[config.mk]
export PLATFORM = sky130hd
export DESIGN_NAME = pixel_fetch_sequencer
export DESIGN_NICKNAME = d
export VERILOG_FILES = /design/src/rtl/pixel_fetch_sequencer.sv
export SDC_FILE = /design/constraint.sdc
export NUM_CORES = 1
export LEC_CHECK = 0
export CORE_UTILIZATION = 44
export CTS_BUF_LIST = sky130_fd_sc_hd__clkbuf_16
export DETAILED_ROUTE_END_ITERATION = 16
export PLACE_DENSITY_LB_ADDON = 0.3
export SLEW_MARGIN = 20
export SYNTH_ARGS = -nofsm -noshare
export SYNTH_HDL_FRONTEND = slang
export SYNTH_SLANG_ARGS = --single-unit
[constraint.sdc]
create_clock -name clk -period 2.4 [get_ports clk]
set_clock_uncertainty 0.2 [all_clocks]
set_input_delay 0.72 -clock clk [delete_from_list [all_inputs] [get_ports clk]]
set_output_delay 0.72 -clock clk [all_outputs]
set_load 0.05 [all_outputs]
[src/rtl/pixel_fetch_sequencer.sv]
// Frame-buffer fetch controller: walks base..base+count-1 over a four-phase
// req/rdy memory channel and queues each word for a valid/ready pixel consumer.
module pixel_fetch_sequencer #(
   parameter int ADDRESS_WIDTH = 8,
   parameter int DATA_WIDTH    = 8,
   parameter int FIFO_DEPTH    = 4,
   parameter int FIFO_AW       = 2
) (
   input  logic                     clk,
   input  logic                     rst,
   input  logic                     start,
   input  logic [ADDRESS_WIDTH-1:0] base_addr,
   input  logic [ADDRESS_WIDTH-1:0] pixel_count,
   output logic                     busy,
   output logic                     frame_done,
   output logic                     data_req,
   output logic [ADDRESS_WIDTH-1:0] data_addr,
   input  logic [DATA_WIDTH-1:0]    data,
   input  logic                     data_rdy,
   output logic                     out_valid,
   output logic [DATA_WIDTH-1:0]    out_data,
   input  logic                     out_ready
);

   typedef enum logic [1:0] {IDLE, WAIT_SPACE, REQ, RELEASE} state_t;

   localparam logic [FIFO_AW:0] DEPTH_L = (FIFO_AW+1)'(FIFO_DEPTH);

   state_t                   state;
   logic [ADDRESS_WIDTH-1:0] base_q;
   logic [ADDRESS_WIDTH-1:0] count_q;
   logic [ADDRESS_WIDTH-1:0] index_q;
   logic [ADDRESS_WIDTH-1:0] index_next;

   logic [DATA_WIDTH-1:0]    mem [FIFO_DEPTH];
   logic [FIFO_AW-1:0]       wr_ptr;
   logic [FIFO_AW-1:0]       rd_ptr;
   logic [FIFO_AW-1:0]       rd_next;
   logic [FIFO_AW:0]         fifo_count;
   logic [FIFO_AW:0]         occ_after_pop;
   logic                     push;
   logic                     pop;

   // Occupancy seen by WAIT_SPACE already accounts for a pop in the same cycle.
   assign pop           = out_ready && (fifo_count != '0);
   assign push          = (state == REQ) && data_rdy;
   assign occ_after_pop = fifo_count - (FIFO_AW+1)'(pop);
   assign rd_next       = rd_ptr + FIFO_AW'(pop);
   assign index_next    = index_q + ADDRESS_WIDTH'(1);
   assign out_valid     = (fifo_count != '0);

   // NOTE: sequential state uses non-blocking assignments so every register
   // samples pre-edge values regardless of statement order.
   always_ff @(posedge clk) begin
      if (rst) begin
         state      <= IDLE;
         busy       <= 1'b0;
         frame_done <= 1'b0;
         data_req   <= 1'b0;
         data_addr  <= '0;
         base_q     <= '0;
         count_q    <= '0;
         index_q    <= '0;
      end else begin
         frame_done <= 1'b0;
         case (state)
            IDLE: begin
               if (start) begin
                  base_q  <= base_addr;
                  count_q <= pixel_count;
                  index_q <= '0;
                  if (pixel_count == '0) begin
                     frame_done <= 1'b1;
                  end else begin
                     busy  <= 1'b1;
                     state <= WAIT_SPACE;
                  end
               end
            end
            WAIT_SPACE: begin
               if (occ_after_pop < DEPTH_L) begin
                  data_req  <= 1'b1;
                  data_addr <= base_q + index_q;
                  state     <= REQ;
               end
            end
            REQ: begin
               if (data_rdy) begin
                  data_req <= 1'b0;
                  state    <= RELEASE;
               end
            end
            RELEASE: begin
               // A stale rdy must clear before the next request may rise.
               if (!data_rdy) begin
                  index_q <= index_next;
                  if (index_next == count_q) begin
                     frame_done <= 1'b1;
                     busy       <= 1'b0;
                     state      <= IDLE;
                  end else begin
                     state <= WAIT_SPACE;
                  end
               end
            end
            default: state <= IDLE;
         endcase
      end
   end

   always_ff @(posedge clk) begin
      if (rst) begin
         wr_ptr     <= '0;
         rd_ptr     <= '0;
         fifo_count <= '0;
         out_data   <= '0;
      end else begin
         if (push) wr_ptr <= wr_ptr + FIFO_AW'(1);
         rd_ptr     <= rd_next;
         fifo_count <= occ_after_pop + (FIFO_AW+1)'(push);
         // Head register follows the word that will be at rd_ptr next cycle.
         if (push && (occ_after_pop == '0)) out_data <= data;
         else if (pop)                      out_data <= mem[rd_next];
      end
   end

   // NOTE: storage has no reset; the pointers and count alone define validity.
   always_ff @(posedge clk) begin
      if (push) mem[wr_ptr] <= data;
   end

endmodule
==> Yosys cells after proc, flatten, opt, wreduce, memory -nomap -nowiden <==
Memory sizes are Yosys's and may differ from the RTL's.
Cells that the tools add are included.
W data, S select, Z words.
{ "word_totals": {"regBits": 52, "mem_bits_rw": 32, "output_inout_bits": 20, "elab_cells": 73, "n_memories": 1} }
{ "classes": {"add_sub_neg": 6, "magnitude_cmp": 1, "eq_ne": 10, "n_mux": 27, "reduce_logical": 16} }
{ "memory_table": {"columns": ["name", "depth", "word_bits", "read_ports", "rd_clocked_by_memory_dff", "wr", "line_no", "source"], "rows": [
  ["mem", 4, 8, 1, 0, 1, "35", "logic [DATA_WIDTH-1:0] mem [FIFO_DEPTH];"]
]} }
{ "ops": {"columns": ["op", "n"], "rows": [
  ["$mux W8", 4],
  ["$pmux W8 S2", 1],
  ["$mux W1", 13],
  ["$ne A2 B2 Y1 const B", 6],
  ["$mux W2", 5],
  ["$reduce_and A5 Y1", 2],
  ["$add A8 B1 Y8 const B", 1],
  ["$add A8 B8 Y8", 1],
  ["$eq A8 B8 Y1", 1],
  ["$logic_not A8 Y1", 1],
  ["$pmux W2 S4", 1],
  ["$pmux W1 S2", 3],
  ["$reduce_and A3 Y1", 2],
  ["$reduce_bool A2 Y1", 3],
  ["$eq A2 B2 Y1 const B", 2],
  ["$reduce_and A2 Y1", 2],
  ["$add A3 B1 Y3", 1],
  ["$logic_and A1 B1 Y1", 3],
  ["$logic_not A3 Y1", 1],
  ["$lt A3 B3 Y1 const B", 1],
  ["$reduce_bool A3 Y1", 1],
  ["$sub A3 B1 Y3", 1],
  ["$add A2 B1 Y2", 1],
  ["$add A2 B1 Y2 const B", 1],
  ["2 further kinds", 2]
]} }

==> Logic depth before layout (Yosys ltp) <==
{ "logic_depth": {"word_depth": 6, "depth_mapped": 12, "ltp_nobuf": 11} }

==> Least setup slack after synthesis <==
No wires, ideal clock.
{ "synth_path": {"path_kind": "register -> register", "startpoint": "register fifo_count[0]", "endpoint": "register data_addr[6]", "arrival_ps": 2568, "path_slack_ps": -431, "stages_incl_launch_ff": 12, "path_cell_list": "dfxtp_1 -> or3_1 -> nand2_1 -> inv_2 -> ha_1 -> ha_1 -> xnor2_1 -> nand2_1 -> clkbuf_1 -> nor4b_1 -> a31oi_1 -> nand3_1"} }
{ "synth_via": {"elab_chain_cells": 5} }
{ "synth_rtl": {"columns": ["item", "line_no", "source"], "rows": [
  ["start, declared", "39", "logic [FIFO_AW:0] fifo_count;"],
  ["start signal, assigned", "120", "fifo_count <= occ_after_pop + (FIFO_AW+1)'(push);"],
  ["$reduce_bool A3 Y1", null, null],
  ["named net out_valid", "20", "output logic out_valid,"],
  ["$logic_and A1 B1 Y1", "45", "assign pop = out_ready && (fifo_count != '0);"],
  ["$sub A3 B1 Y3", "47", "assign occ_after_pop = fifo_count - (FIFO_AW+1)'(pop);"],
  ["$lt A3 B3 Y1", "81", "if (occ_after_pop < DEPTH_L) begin"],
  ["$reduce_and A2 Y1 (no source line)", null, null],
  ["end signal, assigned", "83", "data_addr <= base_q + index_q;"],
  ["end, declared", "17", "output logic [ADDRESS_WIDTH-1:0] data_addr,"]
]} }
The timed path passes the listed nets, and every way through them passes these cells.
A chain may end at the register's enable or synchronous reset.

==> Final worst setup path <==
{ "layout_path": {"startpoint": "input pixel_count[4]", "endpoint": "register state[1]"} }
{ "layout_via": {"elab_chain_cells": 3} }
{ "layout_rtl": {"columns": ["item", "line_no", "source"], "rows": [
  ["start, declared", "13", "input logic [ADDRESS_WIDTH-1:0] pixel_count,"],
  ["$logic_not A8 Y1", "72", "if (pixel_count == '0) begin"],
  ["$ne A2 B2 Y1 (no source line)", null, null],
  ["$reduce_and A5 Y1 (no source line)", null, null],
  ["end signal, assigned", "76", "state <= WAIT_SPACE;"],
  ["end signal, assigned", "84", "state <= REQ;"],
  ["end signal, assigned", "90", "state <= RELEASE;"],
  ["end, declared", "29", "state_t state;"]
]} }
No other way between the ends.

==> metrics.log <==
[metrics] DP Worst Slack: -468 ps
[metrics] top fanout value on the critical path: 4
[metrics] share of the clock period used by the worst path after layout: 0.992
[metrics] Yosys top cell area share: 0.261
[metrics] Max Root-Sink Buffers: 2
[metrics] proportion of synthesized flip-flops having asynchronous set or reset: 0
[metrics] worst reg2reg path endpoint: state[1]
[metrics] DP Wirelength: 6550 µm
[metrics] post-synthesis sequential element count: 84
[metrics] height of the die: 97.2 µm
[metrics] arrival time at the worst endpoint: 2390 ps
[metrics] number of failing hold endpoints at the final stage: 0
[metrics] proportion of synthesized chip area in sequential cells: 0.502
[metrics] total clock buffers created by CTS: 9
[metrics] classification of the worst setup path: primary input to register
[metrics] total wire length after detailed routing: ~8800 µm
[metrics] Achievable Freq: 420 MHz
[metrics] peak supply drop: between 500 and 600 µV
[metrics] final-report setup violation count: 0
[metrics] first-pass GRT wire length: between 10,000 and 15,000 µm
[metrics] final setup TNS: 0 ps
[metrics] initial cell density of the core: 0.455
[metrics] post-DR vias/cell: 5.33
[metrics] vias in the first global route: 2,921
[metrics] I/O pin count: 49
[metrics] worst hold path class: register to register
[metrics] endpoint of the worst setup timing path: state[1]
[metrics] average instance area after synthesis: between 10 and 15 µm²
[metrics] Synth Net Count: 449
[metrics] Main synth FF type: dfxtp_1
[metrics] total of buffers placed on input and output ports: 48
[metrics] commonest non-fill, non-tap cell in the layout: nand2_1
[metrics] Routability Congestion: 0.807
[metrics] Setup crit start kind: primary input
[metrics] Critical Path Source: pixel_count[4]
[metrics] max-cap viol count: 0
[metrics] number of instances in the synthesized netlist: 397
[metrics] synthesized area: 3990 µm²
[metrics] DP Area: 4790 µm²
[metrics] Clock Tree Root: clkbuf_16
[metrics] dominant cell type by area after synthesis: dfxtp_1
[metrics] Antenna Violating Nets Remaining: 0
[metrics] fin worst setup slack: 20.1 ps
[metrics] # diodes: 0
[metrics] PwrDens: around 1100 nW/µm²
[metrics] die width: 97.2 µm
[metrics] min Tclk post-route: 2380 ps
[metrics] Syn-to-layout area delta: 27.8%
[metrics] iteration-0 DRC count of the detailed router: around 140
[metrics] relative slew slack: 0.708
[metrics] final cell area excluding filler cells: 5100 µm²
[metrics] Clock transition at path regs: 60 ps
[metrics] Pre-antenna DRT Iters: 4
[metrics] leakage dissipation: 1.98 nW
[metrics] leading post-synthesis cells by cell area: dfxtp_1, edfxtp_1, ha_1, nand2_1, mux4_2
[metrics] clock tree from TritonCTS: done
[metrics] std cell rows: 34
[metrics] result of the run: complete, no violations
[metrics] total number of nets in the final design: 528
[metrics] initial antenna violation count: 0
[metrics] final global-route overflow total: 0
[metrics] clock latency of the later-clocked register in the worst-skew pair: 330 ps
[metrics] pin count of the biggest net entering global routing: 23
[metrics] worst hold path startpoint: base_q[3]
[metrics] CP Capture Type: register
[metrics] maximum level of the CTS H-tree: 3
[metrics] start of the worst register-to-register path: fifo_count[1]
[metrics] most frequent cells in the layout: nand2_1, buf_4, dfxtp_1
[metrics] global router's overall resource usage: 0.190
[metrics] number of vias in the routed layout: roughly 3,100
[metrics] number of cells on the worst reg-to-reg path: 11
[metrics] Post-synth EDFFs: 32
[metrics] DRC violations left: 0
[metrics] Worst Path Required: around 2400 ps
[metrics] unrepaired setup endpoints after global routing: true
[metrics] number of pins exceeding their max-slew limit in the final report: 0
[metrics] cts hold-fix bufs: 0
[metrics] fraction of layout instances using a drive strength above 1: 0.206
[metrics] Syn. warnings: 0
[metrics] slew at the pin with the worst max-slew slack: 434 ps
[metrics] number of sinks handled by clock tree synthesis: 84
[metrics] slack of the worst reg-to-reg path: 80 ps
[metrics] area of the die: between 9000 and 10,000 µm²
[metrics] detail-routed net length per standard cell: 15.0 µm
[metrics] core area: 8760 µm²
[metrics] post-synth cell types: 50
Yosys cell counts (4+ instances only):
master    number
xor2_1         6
a311oi_1       9
nor2_1        36
a21oi_1       34
mux2i_1        4
buf_2          4
clkbuf_1      10
ha_1          22
nand3_1        4
edfxtp_1      32
dfxtp_1       52
mux4_2         8
nand2b_1       4
xnor2_1       12
o21ai_0       13
nor2b_1        7
and2_1         4
and3_1         5
inv_1         19
nor3_1         6
nand2_1       66
area by class of cell:
type,instances,area [µm²]
fill,761,3660
sequential,84,2000
multi-input combinational,276,1910
timing repair buffer,85,714
clock buffer,9,225
tap,108,135
inverter,20,77.6
clock inverter,7,42.5
worst max-delay path, stage by stage:
cell and delay (ps):
clkdlybuf4s50_1 420, nor4_1 440, nand2_1 180, a31oi_1 200, buf_4 160, nor2_2 50, mux2i_1 150, nor2_1 60
state kept, by name, indices dropped and copies added (netlist names):
name and cells:
base_q 8, wr_ptr 2, count_q 8, out_data 8, busy 1, mem 32
frame_done 1, index_q 8, rd_ptr 2, fifo_count 3, data_req 1, state 2
data_addr 8
power by group:
group | internal, mW | switching [mW]
Clock | 0.695 | 0.546
Combinational | 1.04 | 1.35
Sequential | 1.70 | 0.144
Total | 3.43 | 2.04
per-layer routing:
layer,share of wire,track usage
met4,0.019,0.0758
met5,0,0
met3,0.033,0.0403
met2,0.49,0.312
met1,0.46,0.246
stage by stage:
step	instances	hold slack, ps	total power, mW	utilization
after global placement	573	255	4.11	0.546
final	589	263	5.47	0.582
after detailed placement	573	259	4.17	0.546
after floorplan	397	241	3.44	-
after CTS	589	270	5.43	0.577
after global routing	589	282	5.80	0.582
how the worst min path moves through the flow:
stage / to / slack [ps] / depth (start not counted)
2_1_floorplan: base_q[0] / 240 / 2
3_3_place_gp: base_q[6] / 250 / 2
3_5_place_dp: base_q[3] / 260 / 2
4_1_cts: base_q[3] / 270 / 2
5_1_grt: base_q[4] / 280 / 2
6_report: base_q[3] / 260 / 2
what timing repair did:
item / 4_1_cts / 5_1_grt
pin swaps: 3 / 3
setup buffers: 0 / 0
resized for setup: 2 / 10
endpoints found under the setup margin: 17 / 18
logic make-up (layout without fill, tap and decap cells):
group	count (synthesis)	after routing	synth area share
multiplexers	12	12	0.0552
flip-flops	84	84	0.502
adder cells (fa/ha/maj)	23	23	0.0740
AND/OR/NAND/NOR	152	152	0.182
XOR/XNOR	19	19	0.0436
buffers and inverters	37	121	0.0389
AO/OA/AOI/OAI	70	70	0.105
Power figures use the tool's default switching activity.
